<file path="src/rtl/ooo_pkg.sv">
// Shared out-of-order core types: physical/index widths, undo-log entry layout and walk states.
// pd_new is carried in the entry only when UNDO_LOG_FREE_NEW_EN is defined.
package ooo_pkg;
    localparam int DEFAULT_DEPTH     = 16;
    localparam int DEFAULT_PHYS_REGS = 64;
    localparam int PHYS_W            = $clog2(DEFAULT_PHYS_REGS);
    localparam int IDX_W             = $clog2(DEFAULT_DEPTH);
    localparam int ARCH_W            = 5;

    typedef enum logic {
        ST_IDLE = 1'b0,
        ST_WALK = 1'b1
    } walk_state_t;

    typedef struct packed {
        logic              uses_rd;
        logic [ARCH_W-1:0] rd_arch;
        logic [PHYS_W-1:0] pd_old;
`ifdef UNDO_LOG_FREE_NEW_EN
        logic [PHYS_W-1:0] pd_new;
`endif
    } undo_entry_t;
endpackage

</file>
<file path="src/rtl/rename_undo_log_if.sv">
// Port bundle between the rename/retire/redirect logic (master) and the undo log (slave).
// Master drives rename, commit and redirect controls; slave returns frees, RAT restores and busy.
interface rename_undo_log_if;
    logic                        rename_valid;
    logic                        rename_uses_rd;
    logic [ooo_pkg::ARCH_W-1:0]  rename_rd_arch;
    logic [ooo_pkg::PHYS_W-1:0]  rename_pd_old;
    logic [ooo_pkg::PHYS_W-1:0]  rename_pd_new;
    logic                        rename_ready;
    logic [ooo_pkg::IDX_W-1:0]   alloc_idx;
    logic                        commit_valid;
    logic                        free_valid;
    logic [ooo_pkg::PHYS_W-1:0]  free_pd;
    logic                        mispredict_valid;
    logic [ooo_pkg::IDX_W-1:0]   mispredict_idx;
    logic                        flush_valid;
    logic                        recover_valid;
    logic [ooo_pkg::ARCH_W-1:0]  recover_rd_arch;
    logic [ooo_pkg::PHYS_W-1:0]  recover_pd;
    logic                        recover_free_valid;
    logic [ooo_pkg::PHYS_W-1:0]  recover_free_pd;
    logic                        busy;

    modport master (
        output rename_valid, rename_uses_rd, rename_rd_arch, rename_pd_old, rename_pd_new,
        output commit_valid, mispredict_valid, mispredict_idx, flush_valid,
        input  rename_ready, alloc_idx, free_valid, free_pd,
        input  recover_valid, recover_rd_arch, recover_pd,
        input  recover_free_valid, recover_free_pd, busy
    );

    modport slave (
        input  rename_valid, rename_uses_rd, rename_rd_arch, rename_pd_old, rename_pd_new,
        input  commit_valid, mispredict_valid, mispredict_idx, flush_valid,
        output rename_ready, alloc_idx, free_valid, free_pd,
        output recover_valid, recover_rd_arch, recover_pd,
        output recover_free_valid, recover_free_pd, busy
    );
endinterface

</file>
<file path="src/rtl/rename_undo_log.sv">
// Rename undo log: commit frees the oldest pd_old; a mispredict walks youngest-first restoring the RAT, one entry per cycle.
// Outputs are combinational in the same cycle; rename_ready drops when full, walking or redirected. UNDO_LOG_FREE_NEW_EN also returns squashed pd_new.
module rename_undo_log
    import ooo_pkg::*;
#(
    parameter int DEPTH     = DEFAULT_DEPTH,
    parameter int PHYS_REGS = DEFAULT_PHYS_REGS
) (
    input  logic             clk,
    input  logic             rst_n,
    rename_undo_log_if.slave u
);
    localparam int CNT_W = IDX_W + 1;
    localparam int PW    = $clog2(PHYS_REGS);
    localparam logic [PW-1:0] PD_ZERO = '0;

    undo_entry_t      mem [DEPTH];
    undo_entry_t      wr_entry;
    undo_entry_t      e_walk;
    walk_state_t      state;
    logic [IDX_W-1:0] head;
    logic [IDX_W-1:0] tail;
    logic [IDX_W-1:0] target;
    logic [CNT_W-1:0] count;

    logic [IDX_W-1:0] tail_m1;
    logic [IDX_W-1:0] tail_m2;
    logic             live;
    logic             rename_fire;
    logic             commit_fire;
    logic             walk_pop;
    logic             walk_done;
    logic             mis_fire;

    // Reset and flush both silence every output strobe in the cycle they are seen.
    assign live        = rst_n && !u.flush_valid;
    assign tail_m1     = tail - IDX_W'(1);
    assign tail_m2     = tail - IDX_W'(2);
    assign e_walk      = mem[tail_m1];

    assign u.rename_ready = (state == ST_IDLE) && (count < CNT_W'(DEPTH))
                          && !u.mispredict_valid && !u.flush_valid;
    assign u.alloc_idx    = tail;
    assign u.busy         = (state == ST_WALK);

    assign rename_fire = u.rename_valid && u.rename_ready;
    assign walk_pop    = live && (state == ST_WALK) && (count != '0);
    // A lone remaining entry also ends the walk, so a bad target can never underflow the log.
    assign walk_done   = (tail_m2 == target) || (count == CNT_W'(1));
    assign commit_fire = live && u.commit_valid && (count != '0)
                       && !(walk_pop && (count == CNT_W'(1)));
    assign mis_fire    = live && (state == ST_IDLE) && u.mispredict_valid;

    assign u.free_valid      = commit_fire && mem[head].uses_rd;
    assign u.free_pd         = commit_fire ? mem[head].pd_old : PD_ZERO;
    assign u.recover_valid   = walk_pop && e_walk.uses_rd;
    assign u.recover_rd_arch = walk_pop ? e_walk.rd_arch : '0;
    assign u.recover_pd      = walk_pop ? e_walk.pd_old : PD_ZERO;

`ifdef UNDO_LOG_FREE_NEW_EN
    assign u.recover_free_valid = walk_pop && e_walk.uses_rd;
    assign u.recover_free_pd    = walk_pop ? e_walk.pd_new : PD_ZERO;
`else
    logic unused_pd_new;
    assign unused_pd_new        = ^u.rename_pd_new;
    assign u.recover_free_valid = 1'b0;
    assign u.recover_free_pd    = PD_ZERO;
`endif

    always_comb begin
        wr_entry         = '0;
        wr_entry.uses_rd = u.rename_uses_rd;
        wr_entry.rd_arch = u.rename_rd_arch;
        wr_entry.pd_old  = u.rename_pd_old;
`ifdef UNDO_LOG_FREE_NEW_EN
        wr_entry.pd_new  = u.rename_pd_new;
`endif
    end

    always_ff @(posedge clk) begin
        if (rename_fire) begin
            mem[tail] <= wr_entry;
        end
    end

    always_ff @(posedge clk) begin
        if (!rst_n) begin
            state  <= ST_IDLE;
            head   <= '0;
            tail   <= '0;
            count  <= '0;
            target <= '0;
        end else if (u.flush_valid) begin
            state <= ST_IDLE;
            head  <= '0;
            tail  <= '0;
            count <= '0;
        end else begin
            if (commit_fire) begin
                head <= head + IDX_W'(1);
            end
            count <= count + CNT_W'(rename_fire) - CNT_W'(commit_fire) - CNT_W'(walk_pop);
            case (state)
                ST_IDLE: begin
                    if (mis_fire) begin
                        target <= u.mispredict_idx;
                        if (u.mispredict_idx != tail_m1) begin
                            state <= ST_WALK;
                        end
                    end else if (rename_fire) begin
                        tail <= tail + IDX_W'(1);
                    end
                end
                ST_WALK: begin
                    if (walk_pop) begin
                        tail <= tail_m1;
                        if (walk_done) begin
                            state <= ST_IDLE;
                        end
                    end else begin
                        state <= ST_IDLE;
                    end
                end
                default: state <= ST_IDLE;
            endcase
        end
    end
endmodule
</file>
<file path="src/flat_wrapper.sv">
// flat-port wrapper written by rule: the top's interface ports become plain ports
module rename_undo_log_flat import ooo_pkg::*;
#(
    parameter int DEPTH     = DEFAULT_DEPTH,
    parameter int PHYS_REGS = DEFAULT_PHYS_REGS
)
  (clk, rst_n, u_rename_valid, u_rename_uses_rd, u_rename_rd_arch, u_rename_pd_old, u_rename_pd_new, u_commit_valid, u_mispredict_valid, u_mispredict_idx, u_flush_valid, u_rename_ready, u_alloc_idx, u_free_valid, u_free_pd, u_recover_valid, u_recover_rd_arch, u_recover_pd, u_recover_free_valid, u_recover_free_pd, u_busy);
  rename_undo_log_if u_i ();
  input  logic clk;
  input  logic rst_n;
  input wire logic [$bits(u_i.rename_valid)-1:0] u_rename_valid;
  input wire logic [$bits(u_i.rename_uses_rd)-1:0] u_rename_uses_rd;
  input wire logic [$bits(u_i.rename_rd_arch)-1:0] u_rename_rd_arch;
  input wire logic [$bits(u_i.rename_pd_old)-1:0] u_rename_pd_old;
  input wire logic [$bits(u_i.rename_pd_new)-1:0] u_rename_pd_new;
  input wire logic [$bits(u_i.commit_valid)-1:0] u_commit_valid;
  input wire logic [$bits(u_i.mispredict_valid)-1:0] u_mispredict_valid;
  input wire logic [$bits(u_i.mispredict_idx)-1:0] u_mispredict_idx;
  input wire logic [$bits(u_i.flush_valid)-1:0] u_flush_valid;
  output wire logic [$bits(u_i.rename_ready)-1:0] u_rename_ready;
  output wire logic [$bits(u_i.alloc_idx)-1:0] u_alloc_idx;
  output wire logic [$bits(u_i.free_valid)-1:0] u_free_valid;
  output wire logic [$bits(u_i.free_pd)-1:0] u_free_pd;
  output wire logic [$bits(u_i.recover_valid)-1:0] u_recover_valid;
  output wire logic [$bits(u_i.recover_rd_arch)-1:0] u_recover_rd_arch;
  output wire logic [$bits(u_i.recover_pd)-1:0] u_recover_pd;
  output wire logic [$bits(u_i.recover_free_valid)-1:0] u_recover_free_valid;
  output wire logic [$bits(u_i.recover_free_pd)-1:0] u_recover_free_pd;
  output wire logic [$bits(u_i.busy)-1:0] u_busy;
  assign u_i.rename_valid = u_rename_valid;
  assign u_i.rename_uses_rd = u_rename_uses_rd;
  assign u_i.rename_rd_arch = u_rename_rd_arch;
  assign u_i.rename_pd_old = u_rename_pd_old;
  assign u_i.rename_pd_new = u_rename_pd_new;
  assign u_i.commit_valid = u_commit_valid;
  assign u_i.mispredict_valid = u_mispredict_valid;
  assign u_i.mispredict_idx = u_mispredict_idx;
  assign u_i.flush_valid = u_flush_valid;
  assign u_rename_ready = u_i.rename_ready;
  assign u_alloc_idx = u_i.alloc_idx;
  assign u_free_valid = u_i.free_valid;
  assign u_free_pd = u_i.free_pd;
  assign u_recover_valid = u_i.recover_valid;
  assign u_recover_rd_arch = u_i.recover_rd_arch;
  assign u_recover_pd = u_i.recover_pd;
  assign u_recover_free_valid = u_i.recover_free_valid;
  assign u_recover_free_pd = u_i.recover_free_pd;
  assign u_busy = u_i.busy;
  rename_undo_log #(.DEPTH(DEPTH), .PHYS_REGS(PHYS_REGS)) u_core (.clk(clk), .rst_n(rst_n), .u(u_i));
endmodule
</file>
<file path="config.mk">
export PLATFORM = sky130hd
export DESIGN_NAME = rename_undo_log_flat
export DESIGN_NICKNAME = d
export VERILOG_FILES = /design/src/rtl/ooo_pkg.sv /design/src/rtl/rename_undo_log_if.sv /design/src/rtl/rename_undo_log.sv /design/src/flat_wrapper.sv
export SDC_FILE = /design/constraint.sdc
export NUM_CORES = 1
export LEC_CHECK = 0
export ABC_AREA = 1
export CAP_MARGIN = 20
export CORE_UTILIZATION = 40
export DETAILED_ROUTE_END_ITERATION = 6
export PLACE_DENSITY = 0.69
export REMOVE_ABC_BUFFERS = 1
export SYNTH_ARGS = -nofsm -noshare
export SYNTH_HDL_FRONTEND = slang
export SYNTH_SLANG_ARGS = --single-unit
</file>
<file path="constraint.sdc">
create_clock -name clk -period 3.2 [get_ports clk]
set_clock_uncertainty 0.1 [all_clocks]
set_input_delay 0.64 -clock clk [delete_from_list [all_inputs] [get_ports clk]]
set_output_delay 0.64 -clock clk [all_outputs]
set_load 0.05 [all_outputs]
</file>
==> flow_metrics.py <==
metrics = {
    "cells_and_area": {
        "area_delta_synth_final_pct": 19.7,
        "layout_commonest_cell": "nand2_1",
        "num-fill-cells": 2259,
        "final_cell_mix": "nand2_1, nand3_1, edfxtp_1, nor2_1, buf_4",
        "drive_gt1_share_pct": 12.8,
        "nets": 1243,
        "n_antenna_cell": 0,
    },
    "timing": {
        "worst_pin_slew_ns": 0.900,
        "hold_slack_ns": 0.370,
        "min_period_over_period_pct": 97.4,
        "rsz0062_at_grt": "yes",
        "setup-violations-final": 0,
        "relSlewSlack_pct": 40.0,
        "final_hold_viol_count": 0,
        "period_needed_ns": 3.12,
        "max_freq_mhz": 321,
        "drv_slew": 0,
        "finalSetupTns_ns": 0,
    },
    "clocking": {
        "cts_hold_buf": 0,
        "clk_latency_ns": 0.51,
        "cts_tree": "done",
        "cts_sinks": 214,
        "clock-root-buffer": "clkbuf_16",
        "cts_buffers": 23,
        "h-tree-depth": 1,
        "path_clk_slew_ns": 0.06,
        "clockBufferDepth": 3,
    },
    "power_and_ir_drop": {
        "leakagePower_uw": 0.00483,
        "p_switching_uw": 1290,
        "vdd_drop_max_v": 0.000403,
        "clock_power_share_pct": 41.2,
        "p_seq_share_pct": 52.3,
        "p_int_uw": 4570,
        "power.density_mw_per_mm2": 473,
        "switching_share_pct": 22.0,
        "pwr-share-comb_pct": 6.5,
    },
    "min_path": {
        "holdCritStartpoint": "u_core.target[3]",
        "hold_depth": 2,
        "hp-class": "reg -> reg",
    },
    "setup_path": {
        "crit_fanout": 24,
        "crit_type": "reg -> out",
        "startpoint": "u_core.u.alloc_idx[0]",
        "rr_worst_depth": 15,
        "arrival_ns": 2.38,
        "crit_path_end_kind": "output port",
        "crit_required_ns": 2.46,
        "r2r_slack_ns": 0.39,
        "startpoint_type": "register",
        "timing.rr.start": "u_core.count[2]",
    },
    "place": {
        "io_buffers": 46,
        "post-dp-hpwl_um": 16800,
        "place.gp.congestion": 0.800,
    },
    "die": {
        "die_area_mm2": 0.0265,
        "io_pins": 60,
        "die_height_um": 163,
        "die_x_um": 163,
        "start_util_pct": 41.0,
        "rows": 58,
        "core_area_mm2": 0.0253,
    },
    "routing": {
        "wl_per_cell_um": 18.2,
        "drtAntennaViolNets": 0,
        "drc_errors": 0,
        "num_vias": 8310,
        "drt_pre_antenna_iters": 6,
        "via_per_inst": 5.39,
        "finalWirelength_um": 28100,
        "drt_iter0_markers": 1154,
    },
    "yosys": {
        "avgSynthCellArea_um2": 9.22,
        "ys_async_sr_fraction_pct": 0,
        "syn-instance-count": 1123,
        "ys_seq_elements": 214,
        "syn-cell-area_mm2": 0.0103,
        "synth_flop_cell": "edfxtp_1",
        "synth_seq_area_share_pct": 60.0,
        "synth_edf_count": 192,
        "ys_types": 29,
        "ys_warn_count": 0,
    },
    "run_status": {
        "outcome": "finished clean",
    },
    "grt": {
        "antenna_found_initial": 0,
        "grt-ovfl-total": 0,
        "track_usage_pct": 21.0,
        "grt_max_degree": 105,
        "grt_pass1_vias": 7693,
        "grt_pass1_wl_um": 42700,
    },
    "run": {
        "drv_cap": 0,
    },
}
==> synth_stat cells (all sizes together) (4+ instances only) <==
| cell type | count | area share, % |
|---|---|---|
| nand3 | 240 | 12 |
| inv | 36 | 1.3 |
| xor2 | 4 | 0.34 |
| o21ai | 9 | 0.44 |
| edfxtp | 192 | 56 |
| a21oi | 22 | 1.1 |
| buf | 55 | 3.3 |
| ha | 16 | 1.9 |
| clkbuf | 15 | 0.54 |
| nor2 | 96 | 3.6 |
| xnor2 | 5 | 0.42 |
| nand2 | 405 | 15 |
| dfxtp | 22 | 4.3 |
==> metrics by stage <==
step                util (%)  power (µW)  cell area, µm²  worst slack [ns]  std cells
global placement        45.9        3480           11600           -0.0679       1499
floorplan                  -        3310            9970             -4.06       1059
detailed placement      45.9        3480           11600           -0.0992       1499
finish                  49.1        5860           12400            0.0830       1542
CTS                     48.6        5870           12300            0.0170       1538
global route            49.1        6030           12400           -0.0550       1542
==> sequential cells by signal, indices dropped and copies added, names as in the netlist, named ones only <==
register and cells:
u_core.count 5, u_core.u.busy 1, u_core.u.alloc_idx 4, u_core.mem 192
u_core.target 4, u_core.head 4
==> worst max-delay path, stage by stage, from the launching register on <==
cell,delay [ns]
dfxtp_4,0.41
inv_2,0.08
ha_2,0.37
inv_2,0.08
clkbuf_16,0.22
nand3_1,0.10
nand3_1,0.09
nand3_1,0.13
nand2_1,0.08
nor2_2,0.15
buf_12,0.16
==> final cells by class <==
| cell class | instances | area, µm² | area share (%) |
|---|---|---|---|
| clock inverter | 12 | 78.8 | 0.636 |
| clock buffer | 27 | 591 | 4.77 |
| inverter | 36 | 139 | 1.12 |
| multi-input combinational | 809 | 3670 | 29.6 |
| tap | 330 | 413 | 3.33 |
| sequential | 214 | 6210 | 50.1 |
| timing repair buffer | 114 | 1290 | 10.4 |
==> power groups by stage <==
| stage | clock, µW | combinational, µW | sequential, µW |
|---|---|---|---|
| after floorplan | 0 | 182 | 3130 |
| after global placement | 0 | 356 | 3120 |
| after detailed placement | 0 | 363 | 3120 |
| after CTS | 2440 | 366 | 3060 |
| after global routing | 2560 | 417 | 3060 |
| final | 2410 | 381 | 3060 |
==> metal layers <==
| metal | global-route usage [%] | routed length (µm) |
|---|---|---|
| met3 | 2.62 | 2330 |
| met4 | 8.20 | 915 |
| met2 | 34.6 | 13400 |
| met1 | 28.1 | 11400 |
| met5 | 0 | 0 |
==> cell families (layout without fill, tap and decap cells) <==
| kind of cell | Yosys count | after routing | share of synthesized area [%] |
|---|---|---|---|
| AOI/OAI and AO/OA | 31 | 31 | 1.54 |
| xor gates and xnor gates | 9 | 9 | 0.762 |
| adders and majority gates | 17 | 17 | 2.13 |
| buffers and inverters | 106 | 189 | 5.15 |
| DFF | 214 | 214 | 60.0 |
| other | 1 | 7 | 0.0362 |
| and+or+nand+nor | 745 | 745 | 30.4 |
==> path summary, 6_finish.rpt <==
path	to
worst max-delay path	u_recover_rd_arch[0]
worst min-delay path	u_core.target[3]
worst max register to register	u_core.count[3]
worst min register to register	u_core.target[3]
==> repair_timing <==
item,in CTS,in global routing
cloned,0,2
setup endpoints to repair,7,14
buffers inserted,0,2
resized for setup,6,15
Power figures use the tool's default switching activity.
==> edit (same settings) <==
`DEFAULT_DEPTH`: 16 -> 32.
--- a/src/rtl/ooo_pkg.sv
+++ b/src/rtl/ooo_pkg.sv
@@ -3,3 +3,3 @@
 package ooo_pkg;
-    localparam int DEFAULT_DEPTH     = 16;
+    localparam int DEFAULT_DEPTH     = 32;
     localparam int DEFAULT_PHYS_REGS = 64;
Interface: changed (resized u_alloc_idx and u_mispredict_idx); port bits go from 60 to 62. The function was not compared with the original's and may differ.
==> edit against the unedited design <==
The run now ends with setup timing left; final cell count is 87% higher; area after synthesis is 90% higher; sequential cell count is 197 higher; routed wire length is 140% higher; design area is 100% higher; power is 110% higher; sequential share of layout area is 2.1 points lower; worst setup slack worse by 0.24 ns; largest cell class unchanged.
==> edit: results (changes against the unedited design) <==
\begin{tabular}{lr}
\hline
Metric & Value \\
\hline
\multicolumn{2}{l}{\textbf{Layout}} \\
\quad Number of buffers other than clock buffers in the final layout & 225 (was 114) \\
\quad Sequential cell area share & 48.1\% (was 50.1\%) \\
\quad Multi-input combinational cell count & 1,444 (was 809) \\
\quad Signal buf overhead & 12.4\% (was 10.4\%) \\
\quad Number of signal-net inverters in the final layout & 76 (was 36) \\
\quad Fraction of final layout cells sized beyond drive strength 1 & 20.2\% (was 12.8\%) \\
\quad Fraction of area in multi-input gates & 29.3\% (was 29.6\%) \\
\quad Utilization after layout & 52.2\% (was 49.1\%) \\
\multicolumn{2}{l}{\textbf{Timing}} \\
\quad Post-layout worst setup margin & -0.156 ns (was 0.0830 ns) \\
\quad Transition time at the pin with the least slew margin & 0.656 ns (was 0.900 ns) \\
\quad Number of failing setup endpoints in the final timing report & 12 (was 0) \\
\quad Final hold slack & 0.405 ns (was 0.370 ns) \\
\multicolumn{2}{l}{\textbf{GRT}} \\
\quad Number of global-route vias before repair & 16,300 (was 7,693) \\
\quad Global-route wire length before repair & 96,500 um (was 42,700 um) \\
\quad All-Layer GR Usage & 25.6\% (was 21.0\%) \\
\quad Pin count of the biggest net entering global routing & 73 (was 105) \\
\multicolumn{2}{l}{\textbf{Clock tree}} \\
\quad Number of clock buffers inserted by TritonCTS & 42 (was 23) \\
\quad Count of H-tree levels built during CTS & 2 (was 1) \\
\quad Num Clock Sinks & 411 (was 214) \\
\quad Clk\_lat worst skew & 0.56 ns (was 0.51 ns) \\
\multicolumn{2}{l}{\textbf{Critical path}} \\
\quad Max FO, Critical Path & 8 (was 24) \\
\quad Data arrival time at the worst-slack endpoint & 2.62 ns (was 2.38 ns) \\
\multicolumn{2}{l}{\textbf{Hold path}} \\
\quad Hold Path Sink & u\_core.head[2] (was u\_core.target[3]) \\
\multicolumn{2}{l}{\textbf{Placed design}} \\
\quad Placed Cells & 2,744 (was 1,499) \\
\quad Final estimated routing congestion in global placement & 0.878 (was 0.800) \\
\quad Dpl cell area & 21,300 um\^{}2 (was 11,600 um\^{}2) \\
\multicolumn{2}{l}{\textbf{Power}} \\
\quad Power density normalized to cell area & 484 nW/um\^{}2 (was 473 nW/um\^{}2) \\
\quad Power share of the clock group & 42.5\% (was 41.2\%) \\
\multicolumn{2}{l}{\textbf{Outcome}} \\
\quad Failing checks & setup timing \\
\quad Run status & finished with violations (was finished clean) \\
\multicolumn{2}{l}{\textbf{Yosys}} \\
\quad Number of different library cells in the post-synthesis netlist & 33 (was 29) \\
\quad Part of the Yosys area used for sequential elements & 61.3\% (was 60.0\%) \\
\hline
\end{tabular}
-- edit: cell count changes after synthesis, sizes merged, moves of 2 or more --
cell	change
a21oi	+13
buf	+68
dfxtp	+5
edfxtp	+192
ha	+2
inv	+40
nand2	+325
nand3	+300
nor2	-28
nor3	+5
o21ai	+12
xor2	+3
-- edit: routing by layer --
layer | vias to the layer above | share of wire, % | GRT usage (%)
li1 | 7343 | - | -
met1 | 7995 | 36 | 33.8
met2 | 1415 | 44 | 39.6
met3 | 295 | 14 | 5.73
met4 | 2 | 5.5 | 13.1
met5 | - | 0.019 | 0
-- edit: how the worst max path moves through the flow --
stage	endpoint	slack [ns]	depth (start not counted)
2_1_floorplan	u_recover_pd[1]	-7.83	10
3_3_place_gp	u_core.count[5]	-0.52	21
3_5_place_dp	u_core.count[5]	-0.59	22
4_1_cts	u_recover_pd[3]	-0.09	11
5_1_grt	u_recover_rd_arch[4]	-0.18	12
6_report	u_recover_rd_arch[4]	-0.16	12
